`src/rtl/bp_pkg.sv`:
```
// bp_pkg: Q8.8 format, FSM states and fixed-point helpers shared by
// the backprop engine and the forward-propagation stages.
package bp_pkg;

  localparam int DW   = 16;
  localparam int FRAC = 8;
  localparam int ONE  = 1 << FRAC;
  localparam int XW   = 48;

  typedef logic signed [DW-1:0] q_t;
  typedef logic signed [XW-1:0] wide_t;

  typedef enum logic [2:0] {
    IDLE, FETCH_O, CALC_D, RD_W, WR_W, DONE
  } state_t;

  localparam wide_t QMAX = XW'((1 <<< (DW-1)) - 1);
  localparam wide_t QMIN = XW'(-(1 <<< (DW-1)));

  function automatic q_t sat_dw(input wide_t x);
    if (x > QMAX) return q_t'(QMAX);
    if (x < QMIN) return q_t'(QMIN);
    return q_t'(x);
  endfunction

  // Full-width signed product, then floor shift back to Q8.8.
  function automatic wide_t mul_sh(input wide_t a, input wide_t b);
    logic signed [2*XW-1:0] p;
    p = (2*XW)'(a) * (2*XW)'(b);
    return wide_t'(p >>> FRAC);
  endfunction

endpackage

```
`src/rtl/backward_propagation_if.sv`:
```
// backward_propagation_if: external weight-memory port.
// master = training engine, slave = weight RAM (1-cycle read).
interface backward_propagation_if
  import bp_pkg::*;
#(
  parameter int AW = 7
) ();

  logic [AW-1:0] w_addr;
  logic          w_rd_en;
  q_t            w_rdata;
  logic          w_wr_en;
  q_t            w_wdata;

  modport master (
    output w_addr, w_rd_en, w_wr_en, w_wdata,
    input  w_rdata
  );

  modport slave (
    input  w_addr, w_rd_en, w_wr_en, w_wdata,
    output w_rdata
  );

endinterface

```
`src/rtl/bp_delta_unit.sv`:
```
// bp_delta_unit: combinational output-layer error delta.
// o, t: sigmoid output and target (Q8.8); delta: saturated Q8.8.
module bp_delta_unit
  import bp_pkg::*;
(
  input  q_t o,
  input  q_t t,
  output q_t delta
);

  wide_t e;
  wide_t p;

  always_comb begin
    e     = XW'(o) - XW'(t);
    p     = mul_sh(XW'(o), XW'(ONE) - XW'(o));
    delta = sat_dw(mul_sh(e, p));
  end

endmodule

```
`src/rtl/backward_propagation.sv`:
```
// backward_propagation: per-sample output-layer weight update engine.
// Ports: start/lr/busy/done, out_*/hid_* reads, wm weight bus, delta stream.
module backward_propagation
  import bp_pkg::*;
#(
  parameter  int NOUT = 10,
  parameter  int NHID = 10,
  localparam int KW = NOUT > 1 ? $clog2(NOUT) : 1,
  localparam int JW = NHID > 1 ? $clog2(NHID) : 1,
  localparam int AW = (NOUT*NHID) > 1 ? $clog2(NOUT*NHID) : 1
) (
  input  logic                   clk,
  input  logic                   rst_n,
  input  logic                   start,
  input  logic [DW-1:0]          lr,
  output logic                   busy,
  output logic                   done,
  output logic [KW-1:0]          out_addr,
  input  q_t                     out_act,
  input  q_t                     out_tgt,
  output logic [JW-1:0]          hid_addr,
  input  q_t                     hid_act,
  backward_propagation_if.master wm,
  output logic                   delta_valid,
  output logic [KW-1:0]          delta_idx,
  output q_t                     delta_out
);

  state_t        state;
  state_t        state_nx;
  logic [KW-1:0] k;
  logic [JW-1:0] j;
  q_t            delta_r;
  q_t            delta_c;
  q_t            w_new;
  wide_t         dw;
  logic          k_last;
  logic          j_last;

  bp_delta_unit u_delta (
    .o     (out_act),
    .t     (out_tgt),
    .delta (delta_c)
  );

  assign k_last = int'(k) == NOUT - 1;
  assign j_last = int'(j) == NHID - 1;

  always_comb begin
    state_nx = state;
    unique case (state)
      IDLE:    if (start) state_nx = FETCH_O;
      FETCH_O: state_nx = CALC_D;
      CALC_D:  state_nx = RD_W;
      RD_W:    state_nx = WR_W;
      WR_W: begin
        if (!j_last)      state_nx = RD_W;
        else if (!k_last) state_nx = FETCH_O;
        else              state_nx = DONE;
      end
      DONE:    state_nx = IDLE;
      default: state_nx = IDLE;
    endcase
  end

  always_ff @(posedge clk or negedge rst_n) begin
    if (!rst_n) begin
      state   <= IDLE;
      k       <= '0;
      j       <= '0;
      delta_r <= '0;
    end else begin
      state <= state_nx;
      unique case (state)
        IDLE: if (start) k <= '0;
        CALC_D: begin
          delta_r <= delta_c;
          j       <= '0;
        end
        WR_W: begin
          if (!j_last)      j <= j + JW'(1);
          else if (!k_last) k <= k + KW'(1);
        end
        default: ;
      endcase
    end
  end

  // hid_act and w_rdata both land in WR_W, one cycle after RD_W.
  always_comb begin
    dw    = mul_sh(mul_sh(XW'(lr), XW'(delta_r)), XW'(hid_act));
    w_new = sat_dw(XW'(wm.w_rdata) - dw);
  end

  always_comb begin
    busy        = state != IDLE;
    done        = state == DONE;
    wm.w_rd_en  = state == RD_W;
    wm.w_wr_en  = state == WR_W;
    wm.w_wdata  = (state == WR_W) ? w_new : '0;
    delta_valid = (state == RD_W) && (j == '0);
    delta_idx   = delta_valid ? k : '0;
    delta_out   = delta_valid ? delta_r : '0;
  end

  assign out_addr  = k;
  assign hid_addr  = j;
  assign wm.w_addr = AW'(int'(k) * NHID + int'(j));

endmodule

```
`src/flat_wrapper.sv`:
```
// flat-port wrapper written by rule: the top's interface ports become plain ports
module backward_propagation_flat import bp_pkg::*;
#(
  parameter  int NOUT = 10,
  parameter  int NHID = 10,
  localparam int KW = NOUT > 1 ? $clog2(NOUT) : 1,
  localparam int JW = NHID > 1 ? $clog2(NHID) : 1,
  localparam int AW = (NOUT*NHID) > 1 ? $clog2(NOUT*NHID) : 1
)
  (clk, rst_n, start, lr, busy, done, out_addr, out_act, out_tgt, hid_addr, hid_act, delta_valid, delta_idx, delta_out, wm_w_addr, wm_w_rd_en, wm_w_wr_en, wm_w_wdata, wm_w_rdata);
  backward_propagation_if #(.AW(7)) wm_i ();
  input  logic clk;
  input  logic rst_n;
  input  logic start;
  input  logic [DW-1:0] lr;
  output logic busy;
  output logic done;
  output logic [KW-1:0] out_addr;
  input  q_t out_act;
  input  q_t out_tgt;
  output logic [JW-1:0] hid_addr;
  input  q_t hid_act;
  output logic delta_valid;
  output logic [KW-1:0] delta_idx;
  output q_t delta_out;
  output wire logic [$bits(wm_i.w_addr)-1:0] wm_w_addr;
  output wire logic [$bits(wm_i.w_rd_en)-1:0] wm_w_rd_en;
  output wire logic [$bits(wm_i.w_wr_en)-1:0] wm_w_wr_en;
  output wire logic [$bits(wm_i.w_wdata)-1:0] wm_w_wdata;
  input wire logic [$bits(wm_i.w_rdata)-1:0] wm_w_rdata;
  assign wm_w_addr = wm_i.w_addr;
  assign wm_w_rd_en = wm_i.w_rd_en;
  assign wm_w_wr_en = wm_i.w_wr_en;
  assign wm_w_wdata = wm_i.w_wdata;
  assign wm_i.w_rdata = wm_w_rdata;
  backward_propagation #(.NOUT(NOUT), .NHID(NHID)) u_core (.clk(clk), .rst_n(rst_n), .start(start), .lr(lr), .busy(busy), .done(done), .out_addr(out_addr), .out_act(out_act), .out_tgt(out_tgt), .hid_addr(hid_addr), .hid_act(hid_act), .wm(wm_i), .delta_valid(delta_valid), .delta_idx(delta_idx), .delta_out(delta_out));
endmodule
```
`config.mk`:
```
export PLATFORM = sky130hd
export DESIGN_NAME = backward_propagation_flat
export DESIGN_NICKNAME = d
export VERILOG_FILES = /design/src/rtl/bp_pkg.sv /design/src/rtl/backward_propagation_if.sv /design/src/rtl/bp_delta_unit.sv /design/src/rtl/backward_propagation.sv /design/src/flat_wrapper.sv
export SDC_FILE = /design/constraint.sdc
export NUM_CORES = 2
export LEC_CHECK = 0
export ABC_AREA = 1
export CORE_UTILIZATION = 29
export DETAILED_ROUTE_END_ITERATION = 12
export PLACE_DENSITY = 0.43
export SYNTH_ARGS = -nofsm -noshare
export SYNTH_HDL_FRONTEND = slang
export SYNTH_SLANG_ARGS = --single-unit
export TNS_END_PERCENT = 100
```
`constraint.sdc`:
```
create_clock -name clk -period 33.5 [get_ports clk]
set_input_delay 8.375 -clock clk [delete_from_list [all_inputs] [get_ports clk]]
set_output_delay 8.375 -clock clk [all_outputs]
set_load 0.02 [all_outputs]
```
==> run metrics <==
status completed; GR Overflow Total 0; number of global-route vias before repair roughly 46k; Post-synth EDFFs 0; setup TNS 0 ns; FMAX 31.3 MHz; GR peak layer met2; Yosys top cell by area fa_1; synthesized cell area 53,400 um2; CTS Hold Buffers Added 0; Initial DRT Pass Iterations 5; mux share of post-synthesis cell area 0; grt met1 use 0.268; Setup Fix Bufs, Post-CTS 0; R2R setup slack around 31 ns; First DRT Iteration DRCs 2,280; FF+latch count, synth 27; maximum buffer depth of the clock tree 2; CP Launch Type input port; number of buffers created by CTS 3; post-layout net count 8,682; critical path fanouts, max 16; via count 42.1k; WHS Path Cells 1; adder-cell share of the synthesized area 0.588; detailed-route DRC error count 0; largest family of logic cells by synthesized area adder cells; Clock Latency Late Sink approximately 0.27 ns; post-synthesis sequential area ratio 0.0126; routed length per instance 18.4 um; RePlAce Congestion 0.876; Rows 157; Via-to-Cell Ratio 4.52; Synth top area share 0.478; most used cell, CP nand2_1; H-tree depth 1; min-delay worst type reg2reg; Top FF cell, synth dfrtp_1; Worst path max stage delay 0.97 ns; crit path time final 31.95 ns; Die Span X between 400 and 500 um; Die Footprint 186,000 um2; CTS tree yes; Final Util 0.316; antenna violations before repair 1; # port buffers 138; Resized Gates After CTS 0; grt met3 use 0.0103; Slew @ Worst Pin 1.16 ns; Die Y 431 um; Syn Inst Count 6,836; GRT met2 Usage 0.327; total of max-cap violations 0; post-synth cell types 58; clock sink total 27; # fillers 19.9k; drt total wl 171,000 um; crit path DAT 23.58 ns; XOR/XNOR Fraction of Synth Area 0.0274; crit path capture type primary output; Async SR Flop Fraction 1.00; core area between 150,000 and 200,000 um2; CP Data Required Time ~25 ns; Setup Skew 0.00203 ns; io pins 139; R2R cell count 5; Crit Path Category in2out; Slew HR 0.226; clock transition at the registers of the reported paths 0.08 ns; # setup viols final 0; syn_area_per_cell around 7.8 um2; ant diodes 0; Crit-path slowest cell clkdlybuf4s50_1; synthesis-to-finish area growth 8.14%; global-route wire length before repair about 270,000 um; RSZ-0062 raised after global routing false; Compound-Gate Fraction of Synth Area 0.0521; Tot GR Track Use 0.190; Clk Tree Root Cell clkbuf_16; max-slew violation count 0; final hold viol count 0; largest cells by area after synthesis fa_1, inv_1, ha_1; Initial Util 0.292; Final Cycle Share 0.954; DRT antenna net count 0; largest net degree at the start of global routing 28; share of layout cells above drive strength 1 0.0273; Yosys warning total 0; synthesized netlist net count 8,664; DP Wirelength about 150,000 um; Synth Area in Simple Gates 0.172
[flip-flops by register name, indices dropped and copies added (netlist names)]
name,count
u_core.hid_addr,4
u_core.out_addr,4
u_core.state,3
u_core.delta_r,16
[per-stage QoR]
step / worst slack [ns] / hold WS [ns] / instances / cell area, um2
global route: 0.413 / 0.557 / 9317 / 57800
global placement: 1.47 / 0.512 / 9313 / 57700
floorplan: 4.80 / 0.480 / 6836 / 53400
finish: 1.55 / 0.528 / 9317 / 57800
CTS: 1.48 / 0.525 / 9317 / 57800
detailed placement: 1.52 / 0.514 / 9313 / 57700
[cell usage after synthesis, types with 5 or more instances]
master	instances
clkbuf_1	175
clkinv_1	18
o221ai_1	7
nand3b_1	12
o21ai_2	6
buf_4	5
or2_2	48
nand3_1	90
xor2_2	6
nor3_1	34
o31ai_1	5
o21a_1	13
nor4_1	13
nand2_1	1281
o21ai_1	11
o21ai_0	108
nand2_2	15
fa_1	1275
buf_2	8
inv_1	1871
dfrtp_1	27
xnor2_1	70
ha_1	470
buf_1	6
a31oi_1	24
nand4_1	20
nor2_1	793
a211oi_1	8
a21oi_1	243
o21bai_1	16
a21oi_2	7
a21o_1	17
inv_2	14
xor2_1	80
[placed cells by master, fill, tap and decap left out, types with 20 or more instances in the layout]
cell,instances
nand2_1,1281
dfrtp_1,27
buf_4,71
xor2_1,76
inv_1,1871
or2_2,48
nor2_1,793
nand3_1,90
nor3_1,34
xnor2_1,68
a21oi_1,243
a31oi_1,24
o21ai_0,108
clkdlybuf4s50_1,138
fa_1,1275
ha_1,470
nand4_1,20
[final timing paths]
path	end	start
max in group asynchronous	u_core.delta_r[15]$_DFFE_PN0P_	rst_n
max	wm_w_wdata[11]	lr[5]
min reg2reg	u_core.state[1]$_DFFE_PN0P_	u_core.state[1]$_DFFE_PN0P_
min	u_core.state[1]$_DFFE_PN0P_	u_core.state[1]$_DFFE_PN0P_
min in group asynchronous	u_core.out_addr[3]$_DFFE_PN0P_	rst_n
max reg2reg	u_core.out_addr[3]$_DFFE_PN0P_	u_core.state[1]$_DFFE_PN0P_
[worst max-delay path, delay by kind of cell]
family | cells | cell delay [ns]
adders and majority gates | 15 | 6.66
xor gates and xnor gates | 1 | 0.19
AOI/OAI and AO/OA | 8 | 2.21
buffers and inverters | 14 | 2.51
and+or+nand+nor | 30 | 3.61
[logic make-up (layout without fill, tap and decap cells)]
group           after synthesis  in the layout
fa+ha+maj                  1745           1745
xor+xnor                    158            158
compound gates              487            487
simple gates               2320           2320
flops                        27             27
buf+inv                    2099           2116
[layer usage]
layer  part of all wire  up-vias  routed length [um]
met5           0.000064        -                  11
met4              0.014        2                2370
met3              0.034       92                5810
met2               0.48      760               82200
met1               0.47    21500               80700
li1                   -    19800                   -
[cell type report]
cell class,count,area [um2],area share
multi-input combinational,4710,44900,0.777
inverter,1903,7140,0.124
tap,2464,3080,0.0533
timing repair buffer,209,1910,0.0331
sequential,27,676,0.0117
clock buffer,3,75.1,0.00130
clock inverter,1,7.51,0.000130
Power is not shown: default switching activity piles up to over one toggle a cycle in this logic, so the estimate is an artifact.
